<file path="src/rtl/fil_win_acc_pkg.sv">
// Shared definitions for the serial bit filter and its downstream window accumulator.
package fil_win_acc_pkg;

    localparam int FIL_WIN = 16;

    typedef enum logic {
        SLOT_EMPTY = 1'b0,
        SLOT_FULL  = 1'b1
    } slot_e;

endpackage

</file>
<file path="src/rtl/fil_win_acc_win_cnt.sv">
// Modulo-WIN sample counter with enable, sync clear and a wrap pulse on the last sample.
module win_cnt
    import fil_win_acc_pkg::*;
#(
    parameter  int WIN = FIL_WIN,
    localparam int CW  = $clog2(WIN + 1)
) (
    input  logic          clk,
    input  logic          rst,
    input  logic          clr,
    input  logic          en,
    output logic [CW-1:0] cnt,
    output logic          wrap
);

    // Wrap is combinational so the accumulator sees the window end in the same cycle.
    assign wrap = en && (cnt == CW'(WIN - 1));

    always_ff @(posedge clk) begin
        if (rst || clr) begin
            cnt <= '0;
        end else if (en) begin
            cnt <= wrap ? '0 : cnt + 1'b1;
        end
    end

endmodule

</file>
<file path="src/rtl/fil_win_acc.sv">
// Counts ones of the filter sum stream over WIN enabled samples and presents each
// window count on a one-deep valid/ready slot with a sticky drop flag.
//
//  state      | meaning
//  SLOT_EMPTY | no result pending, res_valid low
//  SLOT_FULL  | result held on res_data until accepted
module fil_win_acc
    import fil_win_acc_pkg::*;
#(
    parameter  int WIN = FIL_WIN,
    localparam int CW  = $clog2(WIN + 1)
) (
    input  logic          clk,
    input  logic          rst,
    input  logic          clr,
    input  logic          bit_en,
    input  logic          bit_in,
    output logic [CW-1:0] res_data,
    output logic          res_valid,
    input  logic          res_ready,
    output logic          ovf,
    output logic [CW-1:0] win_idx
);

    slot_e         slot;
    logic [CW-1:0] acc;
    logic [CW-1:0] result;
    logic          win_end;
    logic          accept;

    win_cnt #(.WIN(WIN)) u_win_cnt (
        .clk  (clk),
        .rst  (rst),
        .clr  (clr),
        .en   (bit_en),
        .cnt  (win_idx),
        .wrap (win_end)
    );

    // acc stays below WIN, so adding the final bit still fits CW.
    assign result    = acc + CW'(bit_in);
    assign accept    = res_valid && res_ready;
    assign res_valid = (slot == SLOT_FULL);

    always_ff @(posedge clk) begin
        if (rst) begin
            slot     <= SLOT_EMPTY;
            acc      <= '0;
            res_data <= '0;
            ovf      <= 1'b0;
        end else if (clr) begin
            slot <= SLOT_EMPTY;
            acc  <= '0;
            ovf  <= 1'b0;
        end else begin
            if (bit_en) begin
                acc <= win_end ? '0 : result;
            end
            case (slot)
                SLOT_EMPTY: begin
                    if (win_end) begin
                        res_data <= result;
                        slot     <= SLOT_FULL;
                    end
                end
                SLOT_FULL: begin
                    if (accept) begin
                        if (win_end) begin
                            res_data <= result;
                        end else begin
                            slot <= SLOT_EMPTY;
                        end
                    end else if (win_end) begin
                        ovf <= 1'b1;
                    end
                end
                default: slot <= SLOT_EMPTY;
            endcase
        end
    end

endmodule

</file>
<file path="config.mk">
export PLATFORM = sky130hd
export DESIGN_NAME = fil_win_acc
export DESIGN_NICKNAME = d
export VERILOG_FILES = /design/src/rtl/fil_win_acc_pkg.sv /design/src/rtl/fil_win_acc_win_cnt.sv /design/src/rtl/fil_win_acc.sv
export SDC_FILE = /design/constraint.sdc
export NUM_CORES = 1
export LEC_CHECK = 0
export ABC_AREA = 0
export CELL_PAD_IN_SITES_DETAIL_PLACEMENT = 0
export CELL_PAD_IN_SITES_GLOBAL_PLACEMENT = 1
export CORE_MARGIN = 10
export CORE_UTILIZATION = 35
export CTS_CLUSTER_SIZE = 16
export DETAILED_ROUTE_END_ITERATION = 8
export PLACE_DENSITY = 0.74
export RECOVER_POWER = 25
export SLEW_MARGIN = 40
export SYNTH_ARGS = -nofsm -noshare
export SYNTH_HDL_FRONTEND = slang
export SYNTH_SLANG_ARGS = --single-unit
</file>
<file path="constraint.sdc">
create_clock -name clk -period 1.9 [get_ports clk]
set_input_delay 0.38 -clock clk [delete_from_list [all_inputs] [get_ports clk]]
set_output_delay 0.38 -clock clk [all_outputs]
set_load 0.01 [all_outputs]
</file>
; ---- Yosys cells after proc, flatten, opt, wreduce, memory -nomap -nowiden
; Index checks and enable logic that the tools add are counted.
[classes]
add_sub_neg = 2
eq_ne = 2
mux = 8
n_bitwise = 3
n_reduce_logical = 6
[ops]
columns = op, n
row1 = 5-bit two-way mux, 4
row2 = 5-bit one-hot mux with 2 select lines, 1
row3 = 5-bit by 1-bit adder with 5-bit output, 1
row4 = "5-bit by 1-bit adder with 5-bit output, second input constant", 1
row5 = "5-bit by 4-bit equality test with 1-bit output, second input constant", 1
row6 = 1-bit NOT, 3
row7 = 3-bit AND reduction, 1
row8 = 1-bit logical AND, 2
row9 = 1-bit two-way mux, 2
row10 = "2-bit by 1-bit != test with 1-bit output, second input constant", 1
row11 = 1-bit one-hot mux with 2 select lines, 1
row12 = 2-bit AND reduction, 1
row13 = 2-bit OR reduction, 1
row14 = 1-bit logical OR, 1
[word_totals]
ff_bits = 17

; ---- Longest topological paths before layout
; Gate-level depths: netlist of run 1.
[depth]
word_depth = 5
ltp_mapped = 5

; ---- By module
; From an unflattened synthesis of run 1, not the netlist that was laid out.
[hier_totals]
hier_cells = 88
hier_area_um2 = 815.8
[modules_own_cells]
columns = module, n_inst, cells_per_inst, area_each_um2, seq_area_each_um2
row1 = fil_win_acc, 1, 65, 589.3, 240.2
row2 = win_cnt, 1, 23, 226.5, 100.1

; ---- Worst setup path before layout of run 1
; No wires, ideal clock.
[synth_timing]
kind = flip-flop to flip-flop
from = register u_win_cnt.cnt[0]
to = register res_data[1]
setup_ns = 0.122
arrival_ns = 1.228
required_ns = 1.778
setup_slack_ns = 0.550
stages_incl_launch_ff = 6
synth_period_minus_slack_ns = 1.350
cell_sequence = dfxtp_1 ha_1 nand4_2 buf_2 o31ai_1 a21oi_1
[synth_via]
elab_chain_cells = 5
[synth_lines]
columns = element, line
row1 = from (decl), fil_win_acc_win_cnt.sv:12  ; output logic [CW-1:0] cnt,
row2 = from (signal assigned), fil_win_acc_win_cnt.sv:23  ; cnt <= wrap ? '0 : cnt + 1'b1;
row3 = 5-bit by 4-bit equality test with 1-bit output *, fil_win_acc_win_cnt.sv:17  ; assign wrap = en && (cnt == CW'(WIN - 1));
row4 = 1-bit logical AND *, fil_win_acc_win_cnt.sv:17
row5 = 5-bit two-way mux *, n/a
row6 = 5-bit two-way mux, n/a
row7 = 5-bit one-hot mux with 2 select lines *, n/a
row8 = to (signal assigned), fil_win_acc.sv:62  ; res_data <= result;
row9 = to (signal assigned), fil_win_acc.sv:69  ; res_data <= result;
row10 = to (decl), fil_win_acc.sv:18  ; output logic [CW-1:0] res_data,
; Every way passes the cells marked *; elsewhere a longest branch is shown, timed or not. The select of a mux whose other input is x is not followed.
; A chain may end at the register's enable or synchronous reset.

; ---- Worst setup path after layout of run 1
[layout_timing]
from = register u_win_cnt.cnt[2]
to = output port win_idx[2]
[layout_rtl]
columns = element, line
row1 = to (decl), fil_win_acc.sv:22  ; output logic [CW-1:0] win_idx
; No word-level cell between the ends.

==> metrics.cfg, run 1 <==
[outcome]
status=completed

[synth]
synth_area_um2=782.0
synth.area.top_cells=dfxtp_1 (44%), ha_1 (4.8%), nand2b_1 (4.8%)
yosysSeqAreaShare=0.4352
synth-seq-cells=17
yosysWarnings=0
syn_inst=84
yosysMostFrequentCell=dfxtp_1
ys_types=27
ys_top_cells_by_count=dfxtp_1 (17), a21oi_1 (7), nand2b_1 (6)
ys.flop_type=dfxtp_1
syn_nets=93
synth_area_per_cell_um2=9.310
synth_top_area_share=0.4352
postSynth.asyncResetShare=0
yosysTopAreaCell=dfxtp_1
synth_edf_count=0

[power]
combPwrFrac=0.070
pwr-share-clk=0.323
power_density_nw_per_um2=589.5
swShare=0.2231
internal-power_mw=0.4607
p_seq_frac=0.608
peakVddDrop_mv=0.3922
power.switching_mw=0.1323
total_leakage_power_nw=0.3385

[layout]
area_delta_synth_final_pct=28.64
nFillCells=244
final_layout_size_suffix_gt1_frac=0.05769
antennaDiodeCount=0
final_nets=114

[global_routing]
grtUsageTotal=0.09109
grt_pass1_vias=687
grt_pass1_wl_um=3180
overflow=0
grt_antenna_before_repair=0
grt_max_degree=16

[cts]
cts_tree=done
ctsHtreeMaxLevel=1
cts_setup_buffers=0
cts_buffers=3
cts.sinks=17
clk_pin_slew_worst_paths_ps=90
clk_path_buf_depth=2
cts_hold_buffers=0
insertion_delay_ps=290
cts_root_buffer=clkbuf_4
post_cts_resized=0

[setup_path]
critical_path_buf_inv_count=1
worstSetupPathType=register to output port
arrival_ps=1300
cp_max_fo=5
required_ps=1520
r2r_cells=5
cp_top_family=buffers and inverters
cp_slowest_cell=clkdlybuf4s50_1
crit_path_end_kind=output port
cp.depth=1
path_cells=clkdlybuf4s50_1
cp-start-kind=register
critPathMaxStageDelay_ps=580

[floorplanning]
io_pins=18
start_util=0.3604
die_w_um=67.27
core_um2=2170
die_y_um=67.27
row_count=17
dieArea_um2=4525

[placement]
gp_congestion=0.7667
dp_hpwl_um=1398
port_buffers=17

[timing]
fin_crit_ps=1678
hold_viol_final=0
max_freq_mhz=596.0
finClkSkew_ps=0.9831
slew_viol_final=0
setup_tns_ps=0
setup_viol=0
worst_slew_pin_slew_ps=529.0
rsz0062_at_grt=no
max_slew_margin=0.6474
holdWs_ps=480.4
fin_crit_sh=0.8831

[min_path]
hp-class=register to register
min_path_cells=1

[routing]
drc_errors=0
dr_total_vias=680
firstDrtPassIters=4
drt_iter0_markers=15
ant_nets=0
wirelength_um=1855
via_per_inst=5.152
post_drt_wl_per_cell_um=14.05

[run]
drv_cap=0

[cells in the final DEF (no fill, tap or decap), drive strengths merged]
master         count
nand2              1
nor2b              3
o22ai              1
a211oi             3
or2                2
o32ai              2
o21a               2
nor2               4
xnor2              3
inv                2
and3               1
o21ai              1
buf                2
o31ai              2
and3b              1
nand2b             6
nor3               3
nand4              4
nand3              2
and4               1
a21oi              7
xor2               2
o211ai             4
clkdlybuf4s50     16
dfxtp             17
a31oi              3
clkbuf             5
dlygate4sd3        1
ha                 3
[registers in the layout, summed over array words and instances (netlist names)]
register and flops:
acc 5, ovf 1, res_data 5, res_valid 1, u_win_cnt.cnt 5
[cell type report]
cell class | instances | area [um^2] | area share
Clock buffer | 4 | 26.28 | 0.02612
Inverter | 2 | 7.507 | 0.007463
Multi-Input combinational cell | 61 | 407.9 | 0.4055
Sequential cell | 17 | 340.3 | 0.3383
Tap cell | 28 | 35.03 | 0.03483
Timing Repair Buffer | 20 | 188.9 | 0.1878
[worst paths after layout]
check,from,endpoint,slack (ps)
max,u_win_cnt.cnt[2],win_idx[2],220
min,ovf,ovf,480
max reg2reg,u_win_cnt.cnt[0],acc[4],270
min reg2reg,ovf,ovf,480
[power by group through the flow]
| stage | Clock (mW) | Combinational [mW] | Sequential (mW) |
|---|---|---|---|
| floorplan | 0 | 0.0197 | 0.369 |
| global placement | 0 | 0.0429 | 0.369 |
| detailed placement | 0 | 0.0425 | 0.369 |
| CTS | 0.196 | 0.0429 | 0.360 |
| global route | 0.217 | 0.0455 | 0.361 |
| finish | 0.191 | 0.0412 | 0.360 |
[metal layers]
| layer | track usage | up-vias | wire length, um |
|---|---|---|---|
| met5 | 0 | - | 0 |
| met4 | 0.02308 | 0 | 14 |
| met3 | 0.05620 | 2 | 146 |
| met2 | 0.1457 | 13 | 822 |
| met1 | 0.1001 | 310 | 870 |
| li1 | - | 355 | - |
[stage by stage]
step	setup WS [ps]	cells	util	area, um^2	power (mW)
floorplan	549.9	84	-	782.0	0.3886
global placement	157.8	128	0.4562	989.7	0.4115
detailed placement	108.8	128	0.4562	989.7	0.4112
CTS	194.0	132	0.4683	1016	0.5996
global route	133.7	132	0.4637	1006	0.6240
finish	222.1	132	0.4637	1006	0.5930
[cell families (layout without fill, tap and decap cells)]
logic type / count (synthesis) / in the layout / synth area share
adder cells (fa/ha/maj): 3 / 3 / 0.04801
AO/OA/AOI/OAI: 25 / 25 / 0.2112
buffers and inverters: 6 / 26 / 0.03520
AND/OR/NAND/NOR: 28 / 28 / 0.2144
flip-flops: 17 / 17 / 0.4352
XOR/XNOR: 5 / 5 / 0.05601
No activity file was read; power rests on OpenSTA's default activity.
==> inputs of run 2 (changes only) <==
--- a/config.mk
+++ b/config.mk
@@ -6,6 +6,7 @@
 export NUM_CORES = 1
 export LEC_CHECK = 0
 export ABC_AREA = 0
+export ABC_CLOCK_PERIOD_IN_PS = 1900
 export CELL_PAD_IN_SITES_DETAIL_PLACEMENT = 0
 export CELL_PAD_IN_SITES_GLOBAL_PLACEMENT = 1
 export CORE_MARGIN = 10
==> results of run 2 <==
The final DEF is identical to that of run 1; final timing and power are the same.
